--- config.mk ---
export PLATFORM = sky130hd
export DESIGN_NAME = mem_arbiter
export DESIGN_NICKNAME = d
export VERILOG_FILES = /design/src/rtl/mem_arbiter.sv
export SDC_FILE = /design/constraint.sdc
export NUM_CORES = 1
export LEC_CHECK = 0
export CORE_AREA = 2 2 537 539
export DETAILED_ROUTE_END_ITERATION = 10
export DIE_AREA = 0 0 539 541
export PLACE_DENSITY = 0.34
export REMOVE_ABC_BUFFERS = 1
export SYNTH_ARGS = -nofsm -noshare
export SYNTH_HDL_FRONTEND = slang
export SYNTH_SLANG_ARGS = --single-unit
--- constraint.sdc ---
create_clock -name clk -period 3.6 [get_ports clk]
set_input_delay 0.54 -clock clk [delete_from_list [all_inputs] [get_ports clk]]
set_output_delay 0.54 -clock clk [all_outputs]
set_load 0.01 [all_outputs]
--- src/rtl/mem_arbiter.sv ---
// Two-requester arbiter sharing one memory port between I-cache and D-cache.
// Alternates grants on ties; one RELEASE cycle follows every completed transfer.
module mem_arbiter #(
    parameter int LINE_W = 256,
    parameter int ADDR_W = 32
) (
    input  logic              clk,
    input  logic              rst,
    input  logic              icache_read,
    input  logic [ADDR_W-1:0] icache_address,
    output logic [LINE_W-1:0] icache_rdata,
    output logic              icache_resp,
    input  logic              dcache_read,
    input  logic              dcache_write,
    input  logic [ADDR_W-1:0] dcache_address,
    input  logic [LINE_W-1:0] dcache_wdata,
    output logic [LINE_W-1:0] dcache_rdata,
    output logic              dcache_resp,
    output logic              pmem_read,
    output logic              pmem_write,
    output logic [ADDR_W-1:0] pmem_address,
    output logic [LINE_W-1:0] pmem_wdata,
    input  logic [LINE_W-1:0] pmem_rdata,
    input  logic              pmem_resp
);

    typedef enum logic [1:0] {
        IDLE,
        I_BUSY,
        D_BUSY,
        RELEASE
    } state_e;

    state_e            state_q, state_d;
    logic              last_d_q, last_d_d;
    logic              wr_q, wr_d;
    logic [ADDR_W-1:0] addr_q, addr_d;
    logic [LINE_W-1:0] wdata_q, wdata_d;
    logic              i_req, d_req;
    logic              grant_i, grant_d;
    logic              busy;

    always_ff @(posedge clk or negedge rst) begin
        if (!rst) begin
            state_q  <= IDLE;
            last_d_q <= 1'b0;
            wr_q     <= 1'b0;
            addr_q   <= '0;
            wdata_q  <= '0;
        end else begin
            state_q  <= state_d;
            last_d_q <= last_d_d;
            wr_q     <= wr_d;
            addr_q   <= addr_d;
            wdata_q  <= wdata_d;
        end
    end

    // On a tie the requester not served last wins.
    always_comb begin
        i_req   = icache_read;
        d_req   = dcache_read | dcache_write;
        grant_d = d_req & (~i_req | ~last_d_q);
        grant_i = i_req & ~grant_d;
    end

    always_comb begin
        state_d  = state_q;
        last_d_d = last_d_q;
        wr_d     = wr_q;
        addr_d   = addr_q;
        wdata_d  = wdata_q;
        unique case (state_q)
            IDLE: begin
                if (grant_d) begin
                    state_d = D_BUSY;
                    addr_d  = dcache_address;
                    wdata_d = dcache_wdata;
                    wr_d    = dcache_write;
                end else if (grant_i) begin
                    state_d = I_BUSY;
                    addr_d  = icache_address;
                    wdata_d = '0;
                    wr_d    = 1'b0;
                end
            end
            I_BUSY: begin
                if (pmem_resp) begin
                    state_d  = RELEASE;
                    last_d_d = 1'b0;
                end
            end
            D_BUSY: begin
                if (pmem_resp) begin
                    state_d  = RELEASE;
                    last_d_d = 1'b1;
                end
            end
            RELEASE: state_d = IDLE;
            default: state_d = IDLE;
        endcase
    end

    always_comb begin
        busy         = (state_q == I_BUSY) | (state_q == D_BUSY);
        pmem_read    = busy & ~wr_q;
        pmem_write   = busy & wr_q;
        pmem_address = addr_q;
        pmem_wdata   = wdata_q;
        icache_resp  = (state_q == I_BUSY) & pmem_resp;
        dcache_resp  = (state_q == D_BUSY) & pmem_resp;
        icache_rdata = icache_resp ? pmem_rdata : '0;
        dcache_rdata = dcache_resp ? pmem_rdata : '0;
    end

endmodule
==> key figures <==
Global route
  – Initial antenna violation count: 162
  – GRT Total Usage: 0.143
  – Global-route wire length before repair: 265,000 um
  – Gr ovfl total: 0
  – Largest net degree at the start of global routing: 187
  – Number of global-route vias before repair: 21,100

Pwr
  – Clock share of power: 0.182
  – Reg power frac: 0.236
  – Logic gate share of total power: 0.582
  – Sw frac: 0.437
  – Pwr Density: 699 mW/mm2
  – LEAKAGE: 15.1 nW
  – Internal Power: 14.1 mW
  – Overall Power: 25.0 mW
  – VDD IR max: 0.000284 V
  – P_sw: 10.9 mW

Routing
  – Vias: 20,700
  – Total Routed Length: 217,000 um
  – Drt drc: 0
  – DRT antenna net count: 0
  – Drt via density: 2.92
  – DRT iter0 DRCs: 1,196
  – Wire per inst: 30.7 um
  – Pre-antenna DRT Iters: 7

STA
  – Setup violators final: 0
  – Tightest Pin Transition: 989 ps
  – Clock skew: 55.8 ps
  – RSZ-0062 raised after global routing: no
  – Final WS setup: 114 ps
  – Final slew viol count: 0
  – Max Fclk: 287 MHz
  – Final Hold Vio Count: 0
  – Final period util: 0.968
  – Slew headroom: 0.341
  – Final min period: 3490 ps
  – Hold Slack: 431 ps
  – Total negative slack: 0 ps

Clock network
  – CTS Buffer Depth: 3
  – CTS clk-pin slew, worst paths: 60 ps
  – H-tree depth: 2
  – Number of clock buffers inserted by TritonCTS: 42
  – Root buffer cell: clkbuf_16
  – CTS tree: yes
  – Post-CTS Setup Inserts: 0
  – Clock sink total: 292
  – Skew-Pair Late Insertion Delay: 630 ps

Floorplan
  – Die extent in y: 541 um
  – Number of cell rows: 197
  – Die width: 539 um
  – Ports: 1,386
  – Core area: 0.286 mm2
  – Initial core utilization: 0.0540
  – Die area: 0.292 mm2

Placement
  – Detailed placement HPWL: 188,000 um
  – DP Cell Count: 6,921
  – Dpl ws: 617 ps
  – Placer congestion estimate: 1.12
  – Buffers added on ports: 1,385
  – Placed inst area: 0.0341 mm2

Synth
  – Async SR Flop Fraction: 1.00
  – Post-synth top area share: 0.473
  – Synth cell types: 23
  – EDFF count, synth: 0
  – Synth Instances: 1,902
  – Post-synthesis register bit count: 292
  – Synth cell count leaders: 548 x nand2_1, 512 x and3_1, 292 x dfrtp_1
  – Synth warn: 0
  – Mapped cell area: 0.0155 mm2
  – Post-synth top area cell: dfrtp_1
  – Syn Area/Cell: 8.13 um2
  – Register area share after synthesis: 0.473
  – Prevailing post-synth register cell: dfrtp_1
  – Top cells by area, synth: dfrtp_1 47%, and3_1 21%, nand2_1 13%
  – Count leader, synth: nand2_1

Outcome
  – Status: finished clean

Cells and area
  – Layout area overhead: 131%
  – Final cell count without fillers: 7,079
  – Layout fillers: 32,900
  – Design Area, Final: 0.0358 mm2
  – Fin nets: 3,772
  – Final Util: 0.125
  – Share of layout cells above drive strength 1: 0.0646

Worst setup path
  – CP max FO: 68
  – Crit. End Element: primary output
  – Worst Path Required: 3060 ps
  – CP Launch Type: flip-flop
  – Arrival time worst endpoint: 2950 ps
  – Setup CP Type: reg2out

Worst hold path
  – Hold Path Class: in2async

Job
  – Maxcap violations: 0
[critical path, cell delays in order, from the launching register on]
cell and delay [ps]:
dfrtp_1 430, inv_1 160, ha_4 430, buf_12 350
and3_1 250, clkdlybuf4s50_1 710
[flip-flops by register name, indices dropped and copies added (netlist names)]
signal        flops
pmem_wdata      256
state_q           2
wr_q              1
last_d_q          1
pmem_address     32
[metal layers]
metal  track usage  part of all wire  vias to the layer above
met5             0            0.0010                        -
met4        0.0832             0.070                       32
met3        0.0663              0.11                      363
met2         0.270              0.52                     1257
met1         0.121              0.30                     9936
li1              -                 -                     9100
[worst paths after layout]
check                                                 from  slack (ps)                          end  cells past startpoint
worst max-delay path                state_q[0]$_DFFE_PN0P_         110            dcache_rdata[156]                      5
worst min-delay path                                   rst         430   pmem_wdata[84]$_DFFE_PN0P_                      2
worst max register to register      state_q[0]$_DFFE_PN0P_        1490  pmem_wdata[144]$_DFFE_PN0P_                      7
worst min register to register  pmem_wdata[97]$_DFFE_PN0P_         480   pmem_wdata[97]$_DFFE_PN0P_                      2
max in group asynchronous                              rst        2180  pmem_wdata[201]$_DFFE_PN0P_                      3
min in group clk                           dcache_wdata[4]         460    pmem_wdata[4]$_DFFE_PN0P_                      3
[final cells by class]
| cell class | count | area, um2 | area share |
|---|---|---|---|
| antenna | 80 | 200 | 0.00560 |
| sequential | 292 | 7310 | 0.204 |
| clock inverter | 17 | 285 | 0.00797 |
| tap | 3781 | 4730 | 0.132 |
| inverter | 3 | 11.3 | 0.000315 |
| clock buffer | 59 | 1190 | 0.0334 |
| multi-input combinational | 1399 | 7240 | 0.202 |
| timing repair buffer | 1448 | 14800 | 0.414 |
[cells by family after synthesis]
| family | count (synthesis) | synth area share |
|---|---|---|
| and+or+nand+nor | 1067 | 0.343 |
| buffers and inverters | 211 | 0.0618 |
| DFF | 292 | 0.473 |
| muxes | 35 | 0.0227 |
| AOI/OAI and AO/OA | 293 | 0.0967 |
| adders and majority gates | 4 | 0.00324 |
[layout by cell type, fill, tap and decap left out, types with 19 or more instances in the layout]
master / count
clkdlybuf4s50_1: 1314
nand2_1: 548
and3_1: 509
dfrtp_1: 292
o21ai_0: 269
buf_4: 81
diode_2: 80
buf_12: 48
clkbuf_16: 43
mux2i_1: 34
o21ai_1: 19
[power groups by stage]
stage | Combinational, mW | Clock, mW | Sequential (mW)
after floorplan | 4.20 | 0 | 6.68
after global placement | 15.1 | 0 | 5.94
after detailed placement | 15.0 | 0 | 5.99
after CTS | 15.0 | 4.80 | 5.94
after global routing | 15.7 | 4.90 | 6.14
final | 14.6 | 4.54 | 5.90
[repair_timing]
| action | in CTS | in global routing |
|---|---|---|
| endpoints found under the setup margin | 3 | 3 |
| gates resized for setup | 2 | 2 |
| cloned | 0 | 1 |
| pin swaps | 0 | 1 |
| hold buffers | 1 | 0 |
| endpoints found under the hold margin | 55 | 0 |
Note: power is estimated with default switching activity, not from simulation.
